===== src/rtl/pipelined_addsub_if.sv =====
// pipelined_addsub_if: operand/result handshake bundle for pipelined_addsub.
//
// Signals (directions as seen from the adder, i.e. the slave modport):
//   in_valid  in   operand beat offered
//   in_ready  out  beat accepted when in_valid && in_ready at a clock edge
//   x, y      in   operands A and B, WIDTH bits
//   c_in      in   carry-in (add) / active-low borrow-in (sub)
//   sub       in   0 = add, 1 = subtract, sampled with the beat
//   out_valid out  result beat present
//   out_ready in   consumer takes the result when out_valid && out_ready
//   sum       out  result, WIDTH bits
//   c_out     out  carry-out (add) / not-borrow (sub)
//   ovf       out  two's-complement signed overflow
//   zero      out  sum == 0
// The master modport is the producer/consumer side (operand entry + display).

interface pipelined_addsub_if #(
  parameter int unsigned WIDTH = 16
) ();

  logic             in_valid;
  logic             in_ready;
  logic [WIDTH-1:0] x;
  logic [WIDTH-1:0] y;
  logic             c_in;
  logic             sub;
  logic             out_valid;
  logic             out_ready;
  logic [WIDTH-1:0] sum;
  logic             c_out;
  logic             ovf;
  logic             zero;

  modport master (
    output in_valid,
    output x,
    output y,
    output c_in,
    output sub,
    output out_ready,
    input  in_ready,
    input  out_valid,
    input  sum,
    input  c_out,
    input  ovf,
    input  zero
  );

  modport slave (
    input  in_valid,
    input  x,
    input  y,
    input  c_in,
    input  sub,
    input  out_ready,
    output in_ready,
    output out_valid,
    output sum,
    output c_out,
    output ovf,
    output zero
  );

endinterface


===== src/rtl/pipelined_addsub.sv =====
// pipelined_addsub: WIDTH-bit adder/subtractor whose carry chain is cut into
// SEG-bit ripple segments, one register stage per segment (NSEG = WIDTH/SEG).
//
// Ports:
//   CLK    in  rising-edge clock
//   RST_N  in  asynchronous active-low reset; clears every valid bit and data reg
//   bus    slave side of pipelined_addsub_if (valid/ready operand and result beats)
//
// Stage k adds slice k of X and Y' (Y, or ~Y when subtracting) using the carry
// registered by stage k-1; stage 0 uses C_IN straight from the beat. Each
// stage register holds one full-width word per operand: slices below and at
// the stage's own position carry finished result bits, slices above still
// carry the untouched operand bits waiting for their turn. That one word
// therefore provides both the input skew and the output de-skew.
//
// Backpressure is uniform: when the last stage holds a beat the consumer
// does not take, nothing in the pipeline moves (no bubble squeezing).

module pipelined_addsub #(
  parameter int unsigned WIDTH = 16,
  parameter int unsigned SEG   = 4
) (
  input logic               CLK,
  input logic               RST_N,
  pipelined_addsub_if.slave bus
);

  localparam int unsigned NSEG = WIDTH / SEG;

  // Pipeline state, one entry per segment stage.
  logic             valid_q [NSEG];
  logic             carry_q [NSEG];
  logic [WIDTH-1:0] a_q     [NSEG];  // result slices below, X slices above
  logic [WIDTH-1:0] b_q     [NSEG];  // Y' slices still to be consumed
  logic             ovf_q;
  logic             zero_q;

  logic             valid_d [NSEG];
  logic             carry_d [NSEG];
  logic [WIDTH-1:0] a_d     [NSEG];
  logic [WIDTH-1:0] b_d     [NSEG];
  logic             ovf_d;
  logic             zero_d;

  // Inputs seen by each stage's segment adder.
  logic             src_v   [NSEG];
  logic             src_c   [NSEG];
  logic [WIDTH-1:0] src_a   [NSEG];
  logic [WIDTH-1:0] src_b   [NSEG];
  logic [SEG:0]     seg_sum [NSEG];

  logic stall;
  logic accept;

  assign stall        = valid_q[NSEG-1] & ~bus.out_ready;
  assign accept       = bus.in_valid & ~stall;
  assign bus.in_ready = ~stall;

  always_comb begin
    // Stage 0 is fed by the incoming beat; the subtract decision is folded
    // into the B operand here so later stages never need the mode bit.
    src_v[0] = accept;
    src_c[0] = bus.c_in;
    src_a[0] = bus.x;
    src_b[0] = bus.sub ? ~bus.y : bus.y;
    for (int k = 1; k < NSEG; k++) begin
      src_v[k] = valid_q[k-1];
      src_c[k] = carry_q[k-1];
      src_a[k] = a_q[k-1];
      src_b[k] = b_q[k-1];
    end

    for (int k = 0; k < NSEG; k++) begin
      seg_sum[k] = {1'b0, src_a[k][k*SEG +: SEG]}
                 + {1'b0, src_b[k][k*SEG +: SEG]}
                 + {{SEG{1'b0}}, src_c[k]};
      valid_d[k]               = src_v[k];
      carry_d[k]               = seg_sum[k][SEG];
      a_d[k]                   = src_a[k];
      a_d[k][k*SEG +: SEG]     = seg_sum[k][SEG-1:0];
      b_d[k]                   = src_b[k];
    end

    // Carry into the MSB is a ^ b ^ sum at that bit, so overflow needs no
    // separate tap inside the final segment (works for SEG = 1 as well).
    ovf_d  = seg_sum[NSEG-1][SEG]
           ^ src_a[NSEG-1][WIDTH-1]
           ^ src_b[NSEG-1][WIDTH-1]
           ^ seg_sum[NSEG-1][SEG-1];
    zero_d = (a_d[NSEG-1] == '0);
  end

  always_ff @(posedge CLK or negedge RST_N) begin
    if (!RST_N) begin
      for (int k = 0; k < NSEG; k++) begin
        valid_q[k] <= 1'b0;
        carry_q[k] <= 1'b0;
        a_q[k]     <= '0;
        b_q[k]     <= '0;
      end
      ovf_q  <= 1'b0;
      zero_q <= 1'b0;
    end else if (!stall) begin
      for (int k = 0; k < NSEG; k++) begin
        valid_q[k] <= valid_d[k];
        carry_q[k] <= carry_d[k];
        a_q[k]     <= a_d[k];
        b_q[k]     <= b_d[k];
      end
      ovf_q  <= ovf_d;
      zero_q <= zero_d;
    end
  end

  assign bus.out_valid = valid_q[NSEG-1];
  assign bus.sum       = a_q[NSEG-1];
  assign bus.c_out     = carry_q[NSEG-1];
  assign bus.ovf       = ovf_q;
  assign bus.zero      = zero_q;

endmodule

===== src/flat_wrapper.sv =====
// flat-port wrapper written by rule: the top's interface ports become plain ports
module pipelined_addsub_flat 
#(
  parameter int unsigned WIDTH = 16,
  parameter int unsigned SEG   = 4
)
  (CLK, RST_N, bus_in_valid, bus_x, bus_y, bus_c_in, bus_sub, bus_out_ready, bus_in_ready, bus_out_valid, bus_sum, bus_c_out, bus_ovf, bus_zero);
  pipelined_addsub_if #(.WIDTH(WIDTH)) bus_i ();
  input logic CLK;
  input logic RST_N;
  input wire logic [$bits(bus_i.in_valid)-1:0] bus_in_valid;
  input wire logic [$bits(bus_i.x)-1:0] bus_x;
  input wire logic [$bits(bus_i.y)-1:0] bus_y;
  input wire logic [$bits(bus_i.c_in)-1:0] bus_c_in;
  input wire logic [$bits(bus_i.sub)-1:0] bus_sub;
  input wire logic [$bits(bus_i.out_ready)-1:0] bus_out_ready;
  output wire logic [$bits(bus_i.in_ready)-1:0] bus_in_ready;
  output wire logic [$bits(bus_i.out_valid)-1:0] bus_out_valid;
  output wire logic [$bits(bus_i.sum)-1:0] bus_sum;
  output wire logic [$bits(bus_i.c_out)-1:0] bus_c_out;
  output wire logic [$bits(bus_i.ovf)-1:0] bus_ovf;
  output wire logic [$bits(bus_i.zero)-1:0] bus_zero;
  assign bus_i.in_valid = bus_in_valid;
  assign bus_i.x = bus_x;
  assign bus_i.y = bus_y;
  assign bus_i.c_in = bus_c_in;
  assign bus_i.sub = bus_sub;
  assign bus_i.out_ready = bus_out_ready;
  assign bus_in_ready = bus_i.in_ready;
  assign bus_out_valid = bus_i.out_valid;
  assign bus_sum = bus_i.sum;
  assign bus_c_out = bus_i.c_out;
  assign bus_ovf = bus_i.ovf;
  assign bus_zero = bus_i.zero;
  pipelined_addsub #(.WIDTH(WIDTH), .SEG(SEG)) u_core (.CLK(CLK), .RST_N(RST_N), .bus(bus_i));
endmodule

===== config.mk =====
export PLATFORM = sky130hd
export DESIGN_NAME = pipelined_addsub_flat
export DESIGN_NICKNAME = d
export VERILOG_FILES = /design/src/rtl/pipelined_addsub_if.sv /design/src/rtl/pipelined_addsub.sv /design/src/flat_wrapper.sv
export SDC_FILE = /design/constraint.sdc
export NUM_CORES = 1
export LEC_CHECK = 0
export CAP_MARGIN = 40
export CORE_MARGIN = 2
export CORE_UTILIZATION = 50
export CTS_CLUSTER_DIAMETER = 30
export DETAILED_ROUTE_END_ITERATION = 6
export PLACE_DENSITY = 0.76
export SETUP_SLACK_MARGIN = 0.15
export SKIP_CTS_REPAIR_TIMING = 1
export SLEW_MARGIN = 20
export SYNTH_ARGS = -nofsm -noshare
export SYNTH_HDL_FRONTEND = slang
export SYNTH_SLANG_ARGS = --single-unit

===== constraint.sdc =====
create_clock -name CLK -period 1.8 [get_ports CLK]
set_input_delay 0.27 -clock CLK [delete_from_list [all_inputs] [get_ports CLK]]
set_output_delay 0.27 -clock CLK [all_outputs]
set_load 0.005 [all_outputs]

==> impl_results.md <==
- Status: completed
- Required @ worst endpoint: 2.03 ns
- CTS H-Tree Depth: 3
- Most used cells in the layout excluding fill and tap cells: 213 x nand2_1, 98 x dfrtp_1, 54 x clkdlybuf4s50_1
- Clk Tree Root Cell: clkbuf_8
- Initial cell density of the core: 0.5143
- Drt first-iter violations: 130
- Die area: 9697 um2
- Chip height: 98.48 um
- Final instance count without filler cells: 642
- Nets@finish: 588
- Setup violation total in the final timing report: 0
- Global-route wire length before repair: 13970 um
- Worst ir drop on vdd: 0.6348 mV
- Number of top-level pins: 59
- End-of-flow core utilization: 0.6195
- Number of clock sinks seen by CTS: 98
- Post-route worst setup slack: 0.02797 ns
- Worst Tran Pin Value: 0.5056 ns
- Final Power: 8.923 mW
- Initial antenna violation count: 0
- Number of placement rows: 34
- Final slew viol count: 0
- Congestion Overflow GR: 0
- Deepest clock path buffer count: 2
- Most frequent CP cell: fa_2
- Post-Route WL: 8338 um
- Routability congestion estimate from global placement: 0.7927
- Worst path cell trace: fa_2, inv_2, fa_2, nand2b_4, a21oi_4, xnor2_2, xnor2_1, o21ai_1
- Setup skew after layout: 0.01002 ns
- Cell variety after synth: 24
- Routed wire length per instance: 12.99 um
- Clk Latency, worst-skew pair: 0.35 ns
- Global-route usage over all layers: 0.1792
- Arrival @ worst endpoint: 2.00 ns
- Area added between synthesis and finish: 20.47%
- Most frequent standard cell in the layout excluding fill and tap cells: nand2_1
- Element type at the critical path start: flip-flop
- Critical Setup Path Class: flip-flop to flip-flop
- Core Box Area: 8678 um2
- Sequential cell area fraction in the yosys report: 0.5495
- Die Span X: 98.48 um
- Kind of end point of the critical path: flip-flop
- Synthesized instance count: 485
- Tightest Hold Check Type: input port to async pin
- Area of all sequential standard cells: 2452 um2
- Pin count of the biggest net entering global routing: 93
- Cell leakage power: 2.647 nW
- Worst slack at placement: -0.3241 ns
- Fraction of layout instances using a drive strength above 1: 0.09738
- Fill cell instance count of the final layout: 777
- Post-detail-place hpwl: 5518 um
- Crit-path max FO: 2
- Area of the multi-input gates: 1813 um2
- Port buffer count: 58
- Total power divided by cell area: 1660 nW/um2
- Worst slew margin relative to its limit: 0.6629
- Total number of vias: 3128
- DRC Markers: 0
- Post-layout min period: 1.772 ns
- Inserted Clock Buffers: 9
- Cell total after placement: 624
- ANT nets after route: 0
- Slowest cell on the critical path: dfrtp_1
- Number of global-route vias before repair: 3027
- Crit path largest cell delay: 0.39 ns
- Post-Syn Area per Cell: 9.202 um2
- Synthesis warning total: 0
- Post-Synthesis Cell Area: 4463 um2
- Number of detailed-route iterations in the first pass: 4
- Count of max-cap constraint violations: 0
- Setup repair after global routing missed its margin: true
- Highest Clock Rate: 564.3 MHz
- Post-route fraction of the period consumed by the critical path: 0.9845
- Final Hold Violating Endpoints: 0
- Synth Net Count: 543
- Number of vias per cell after detailed routing: 4.872
- Clock transition at the registers of the reported paths: 0.09 ns
- Ant diodes: 0
- Number of storage elements in the synthesis netlist: 98
- TritonCTS clock tree: built
==> layer usage <==
metal,vias up,routed length (um),track usage
met4,0,125,0.06217
met1,1473,3939,0.2532
li1,1575,-,-
met3,9,303,0.02908
met2,71,3971,0.2852
met5,-,0,0
==> cell usage after synthesis <==
cell / count / area share
inv_1: 14 / 0.012
buf_2: 18 / 0.020
nand2b_1: 2 / 0.0028
nand4_1: 1 / 0.0014
dfrtp_1: 98 / 0.55
fa_1: 8 / 0.036
a21oi_1: 13 / 0.015
clkbuf_1: 4 / 0.0034
nor4b_1: 1 / 0.0020
o21ai_0: 6 / 0.0067
xor2_1: 10 / 0.020
nor2_1: 16 / 0.013
nor4_2: 1 / 0.0028
ha_1: 12 / 0.034
inv_2: 1 / 0.00084
and2b_1: 1 / 0.0017
nor4_1: 1 / 0.0014
o21ai_1: 24 / 0.027
buf_4: 17 / 0.029
nand2_1: 214 / 0.18
nor2b_1: 3 / 0.0042
xnor2_1: 15 / 0.029
a21o_1: 4 / 0.0067
or4_4: 1 / 0.0025
==> flip-flops by register name, indices dropped and copies added (netlist names) <==
signal                flops
u_core.a_d               36
u_core.b_d               24
u_core.bus.sum           16
u_core.a_q               12
u_core.carry_q            3
u_core.src_v              3
u_core.bus.c_out          1
u_core.bus.out_valid      1
u_core.bus.ovf            1
u_core.bus.zero           1
==> kinds of logic after synthesis <==
| kind of cell | count (synthesis) | synth area share |
|---|---|---|
| and+or+nand+nor | 241 | 0.2122 |
| adders and majority gates | 20 | 0.06952 |
| buffers and inverters | 54 | 0.06476 |
| AOI/OAI and AO/OA | 47 | 0.05495 |
| DFF | 98 | 0.5495 |
| xor gates and xnor gates | 25 | 0.04906 |
==> stage by stage <==
step                hold WS, ns  area [um2]  setup TNS [ns]
CTS                     -0.1069        5288        -0.04779
detailed placement       0.2741        5094          -1.185
global placement         0.2737        5094         -0.9542
global route             0.4540        5376        -0.05168
finish                   0.4287        5376               0
floorplan              -0.02559        4526               0
==> final cells by class <==
class / instances / area share
clock buffers: 11 / 0.02630
clock inverters: 4 / 0.009774
inverters: 15 / 0.01047
multi-input cells: 333 / 0.3372
flip-flops and latches: 98 / 0.4561
well taps: 108 / 0.02513
repair buffers: 73 / 0.1350
==> worst paths after layout <==
check                                           start                            end  slack, ns  cells after the start
hold / removal                                  RST_N     u_core.a_d[22]$_DFFE_PN0N_       0.43                      2
setup reg to reg           u_core.b_d[12]$_DFFE_PN0N_     u_core.bus.ovf$_DFFE_PN0N_       0.03                      8
setup / recovery           u_core.b_d[12]$_DFFE_PN0N_     u_core.bus.ovf$_DFFE_PN0N_       0.03                      8
min in group CLK                            bus_x[10]     u_core.a_d[42]$_DFFE_PN0N_       0.44                      3
hold reg to reg            u_core.a_d[41]$_DFFE_PN0N_     u_core.a_d[41]$_DFFE_PN0N_       0.47                      2
max in group asynchronous                       RST_N  u_core.carry_q[1]$_DFFE_PN0N_       0.75                      3
==> worst max-delay path: cells and delay by family (launching register included) <==
family / cells / cell delay [ns]
AO/OA/AOI/OAI: 2 / 0.22
XOR/XNOR: 2 / 0.27
adder cells (fa/ha/maj): 2 / 0.57
buffers and inverters: 1 / 0.04
flip-flops: 1 / 0.39
AND/OR/NAND/NOR: 1 / 0.16
==> power by group <==
part	leakage (nW)	switching [mW]	total [mW]	internal, mW
Sequential	1.18	0.630	3.81	3.18
Clock	0.0877	0.712	1.39	0.673
Combinational	1.38	1.89	3.73	1.84
Total	2.65	3.23	8.92	5.69
Note: power is estimated with default switching activity, not from simulation.
==> RTL edit 1 (config.mk and constraints unchanged) <==
`SEG` is set to 4 in 2 places; all go to 2.
--- a/src/rtl/pipelined_addsub.sv
+++ b/src/rtl/pipelined_addsub.sv
@@ -20,3 +20,3 @@
   parameter int unsigned WIDTH = 16,
-  parameter int unsigned SEG   = 4
+  parameter int unsigned SEG   = 2
 ) (
--- a/src/flat_wrapper.sv
+++ b/src/flat_wrapper.sv
@@ -4,3 +4,3 @@
   parameter int unsigned WIDTH = 16,
-  parameter int unsigned SEG   = 4
+  parameter int unsigned SEG   = 2
 )
Formal check against the unedited RTL: not equivalent (a bounded check fails within 10 cycles, from zero or initial values and one cycle with RST_N low).
==> RTL edit 1 against the original RTL <==
Design area up 93%; die area grew 81%; worst setup slack worse by 0.074 ns; largest power group unchanged; synthesized area up 85%; combinational power increased by 29%; sequential cell count increased by 104; wire length rose by 76%; fmax fell by 4.0%; power increased by 120%; cell count increased by 85%; core utilization is 3.0 points higher; the flow now finishes with violations (negative setup slack).
==> RTL edit 1: results (changes against the original RTL) <==
## STA
- final setup fails: 1, +1
- Worst Setup Slack, final: -0.0462 ns, -0.0742 ns
- max-slew headroom at the worst pin: 68.3%, +2.0 points
- Min Hold Slack: 0.271 ns, -0.158 ns
- final total negative setup slack: -0.0462 ns, -0.0462 ns
- Final Skew: 0.0119 ns, +0.00186 ns

## Global routing
- number of global-route vias before repair: 5474, +81%
- M2 GR Usage: 28.8%, +0.24 points
- Total Routing Usage GR: 18.2%, +0.23 points
- global routing met3 resource utilization: 4.87%, +2.0 points
- global-route wire length before repair: 26100 um, +87%
- met1 usage in global routing: 24.7%, -0.63 points

## Cells and area
- nets: 995, +69%
- Largest register FFs: 98, +170%
- fraction of final layout cells with drive strength greater than 1: 10.1%, +0.35 points

## Clocking
- CTS root buf: sky130_fd_sc_hd__clkbuf_16
- H-tree level count: 2, -1
- Max clock buf depth: 3, +1
- worst skew pair latency: 0.51 ns, +0.16 ns
- clock edge transition at the registers on the reported setup and hold paths: 0.05 ns, -0.04 ns
- TritonCTS Buffers: 40, +31

## Detailed routing
- starting DRC count in detailed routing: 408, +210%
- wire length on met3: 686 um, +130%
- DR pass1 iterations: 5, +1
- Total Wirelength: 14700 um, +76%
- met1 layer wirelength in the final routing: 6430 um, +63%
- wire length on met2: 7350 um, +85%
- vias per cell: 4.70, -3.5%

## Synth
- post-synth cell types: 21, -13%
- largest cells by area after synthesis: sky130_fd_sc_hd__dfrtp_1 (61%), sky130_fd_sc_hd__nand2_1 (21%), sky130_fd_sc_hd__fa_1 (4.1%)
- synthesized net count: 936, +72%
- top cells by instance count after synthesis: sky130_fd_sc_hd__nand2_1 (454), sky130_fd_sc_hd__dfrtp_1 (202), sky130_fd_sc_hd__inv_1 (36)

## Power
- leakage power: 5.43 nW, +110%
- IR Drop Worst-Case VDD: 881 uV, +39%

## Critical path
- cell type of the slowest stage on the worst timing path: sky130_fd_sc_hd__fa_1
- RR Endpoint: u_core.bus.zero
- reg2reg path depth: 6, -2
- slowest cell delay on critical path: 0.52 ns, +0.13 ns
- beginning of the worst register-to-register path: u_core.b_d[14]
- worst path arrival time: 2.27 ns, +0.27 ns

## Placed design
- HPWL after DPL: 8910 um, +61%
- placer's final routability congestion estimate: 0.724, -8.7%

## Status
- outcome: finished with violations
- violated checks: negative setup slack

## RTL edit 1: stage by stage
stage               cell area, um2  cells
floorplan                     8270    881
global placement              8920   1109
detailed placement            8920   1109
CTS                          10300   1182
global route                 10400   1187
finish                       10400   1187
## RTL edit 1: power by group
| part | internal [mW] | switching, mW | total (mW) |
|---|---|---|---|
| clock | 5.12 | 2.31 | 7.42 |
| combinational | 2.07 | 2.74 | 4.82 |
| sequential | 6.62 | 1.05 | 7.67 |
| total | 13.8 | 6.10 | 19.9 |
## RTL edit 1: cells by family after synthesis
logic type      synth area share (%)
xor+xnor                        1.81
flops                           61.3
compound gates                  3.98
buf+inv                         6.51
fa+ha+maj                       4.13
simple gates                    22.3
## RTL edit 1: area by class of cell
cell class,count,area (um2)
fillers,1306,5600
multi-input cells,580,2680
well taps,216,270
clock inverters,21,255
flip-flops and latches,202,5050
inverters,37,144
clock buffers,52,1130
repair buffers,79,870
## RTL edit 1: worst register-to-register path, delay by kind of cell (launching register included)
| kind | cells | cell delay (ns) |
|---|---|---|
| adders and majority gates | 2 | 0.92 |
| buffers and inverters | 1 | 0.07 |
| AOI/OAI and AO/OA | 1 | 0.14 |
| DFF | 1 | 0.32 |
| and+or+nand+nor | 2 | 0.32 |
## RTL edit 1: worst max path at each step
stage,startpoint,to,slack [ns],depth (start not counted)
6_report,u_core.b_d[14],u_core.bus.zero,-0.05,6
4_1_cts,u_core.bus.out_valid,bus_in_ready,-0.13,3
3_3_place_gp,bus_sub,u_core.a_d[97],-0.17,6
5_1_grt,u_core.b_d[14],u_core.bus.zero,-0.16,6
2_1_floorplan,u_core.b_d[14],u_core.bus.zero,0.004,6
3_5_place_dp,bus_sub,u_core.a_d[97],-0.21,6
==> RTL edit 2 (same flow settings) <==
Without the edit above. Make the reset (`RST_N`) synchronous in one clocked block. Comments in the files are not updated.
--- a/src/rtl/pipelined_addsub.sv
+++ b/src/rtl/pipelined_addsub.sv
@@ -92,3 +92,3 @@
 
-  always_ff @(posedge CLK or negedge RST_N) begin
+  always_ff @(posedge CLK) begin
     if (!RST_N) begin
Formal check against the unedited RTL: differs if RST_N is asserted again (counterexample within 4 cycles, from zero or initial values and one cycle with RST_N low); with RST_N held inactive, the same outputs for 10 cycles.
==> RTL edit 2 against the original RTL <==
The run now ends with negative setup slack left; design area increased by 2.9%; via count shrank 20%; sequential cell count did not move; largest cell class unchanged; first-iteration DRC count increased by 1.5%; clock skew is 0.0023 ns lower; highest routed layer unchanged; worst setup slack worse by 0.42 ns; synthesized cell count fell by 34%; wire length is 18% lower; synthesized area rose by 0.25%.
Power is not compared: it rests on default switching activity, and its combinational part moved more than twofold at a synthesized area within 25%.
==> RTL edit 2: results (changes against the original RTL) <==
## STA
- max-slew headroom at the worst pin: 75.6%, +9.3 points
- final setup fails: 3, +3
- Final Skew: 0.00775 ns, -0.00228 ns
- Worst Setup Slack, final: -0.387 ns, -0.415 ns

## Global routing
- global-route wire length before repair: 11100 um, -21%
- maximum number of pins on one net before global-route repair: 52, -44%
- Total Routing Usage GR: 14.9%, -3.0 points
- number of global-route vias before repair: 2422, -20%
- global routing met3 resource utilization: 2.77%, -0.14 points
- M2 GR Usage: 24.1%, -4.4 points

## Synth
- largest cells by area after synthesis: sky130_fd_sc_hd__edfxtp_1 (64%), sky130_fd_sc_hd__and3_1 (9.4%), sky130_fd_sc_hd__fa_1 (3.6%)
- syn avg cell area: 13.9 um2, +51%
- post-synth cell types: 31, +29%
- synthesized net count: 380, -30%
- fraction of registers with async set/reset: 0%, -100 points
- number of enable-type register cells in the synthesized netlist: 96, +96

## Critical path
- cell type of the slowest stage on the worst timing path: sky130_fd_sc_hd__fa_1
- slowest cell delay on critical path: 0.51 ns, +0.12 ns

## Placed design
- number of cells in the design after placement: 472, -24%
- placer's final routability congestion estimate: 0.844, +6.4%

## Status
- outcome: finished with violations
- violated checks: negative setup slack

## Cells and area
- fraction of final layout cells with drive strength greater than 1: 17.9%, +8.2 points
- nets: 440, -25%

## Detailed routing
- vias per cell: 5.06, +3.8%

RTL edit 2: area by class of cell:
type                    count  share of cell area, %
clock buffers              11                   2.37
clock inverters             3                  0.769
flip-flops and latches     98                   52.8
well taps                 108                   2.44
repair buffers             84                   15.5
inverters                  16                   1.09
multi-input cells         173                   25.0
RTL edit 2: stage by stage:
stage	utilization, %	hold WS [ns]	cell area, um2	setup slack (ns)	setup TNS [ns]
finish	63.8	0.231	5530	-0.387	-0.584
global route	63.8	0.241	5530	-0.503	-0.919
CTS	62.5	0.221	5420	-0.365	-1.20
floorplan	-	0.453	4550	-0.258	-0.849
detailed placement	60.5	0.466	5250	-0.540	-2.73
global placement	60.5	0.454	5250	-0.508	-2.59
RTL edit 2: logic make-up after synthesis:
family          Yosys count  synth area share [%]
simple gates            110                  13.9
flops                    98                  65.3
buf+inv                  51                  5.76
xor+xnor                 26                  5.56
fa+ha+maj                20                  6.93
compound gates           17                  2.54
RTL edit 2: path summary, 6_finish.rpt:
check                           cells after the start               from  slack, ns              end
worst max-delay path                                7  u_core.a_q[0][44]      -0.39  u_core.bus.zero
worst max register to register                      7  u_core.a_q[0][44]      -0.39  u_core.bus.zero
worst min register to register                      2    u_core.bus.zero       0.47  u_core.bus.zero
worst min-delay path                                3              RST_N       0.23   u_core.bus.ovf
RTL edit 2: worst max-delay path: cells and delay by family, from the launching register on:
kind | cells | cell delay, ns
DFF | 1 | 0.34
AOI/OAI and AO/OA | 1 | 0.13
buffers and inverters | 1 | 0.04
and+or+nand+nor | 3 | 0.70
adders and majority gates | 2 | 0.90
RTL edit 2: power by group through the flow:
| stage | combinational [mW] | sequential [mW] | clock [mW] |
|---|---|---|---|
| 2_1_floorplan | 0.348 | 2.77 | 0 |
| 3_3_place_gp | 0.534 | 2.78 | 0 |
| 3_5_place_dp | 0.553 | 2.79 | 0 |
| 4_1_cts | 0.557 | 2.74 | 1.32 |
| 5_1_grt | 0.640 | 2.76 | 1.43 |
| 6_report | 0.579 | 2.74 | 1.30 |
RTL edit 2: per-layer routing:
metal  wire length, um  vias to the layer above  share of wire (%)
li1                  -                     1241                  -
met1              2910                     1155                 43
met2              3360                       82                 49
met3               391                       16                5.7
met4               191                        0                2.8
met5                 0                        -                  0
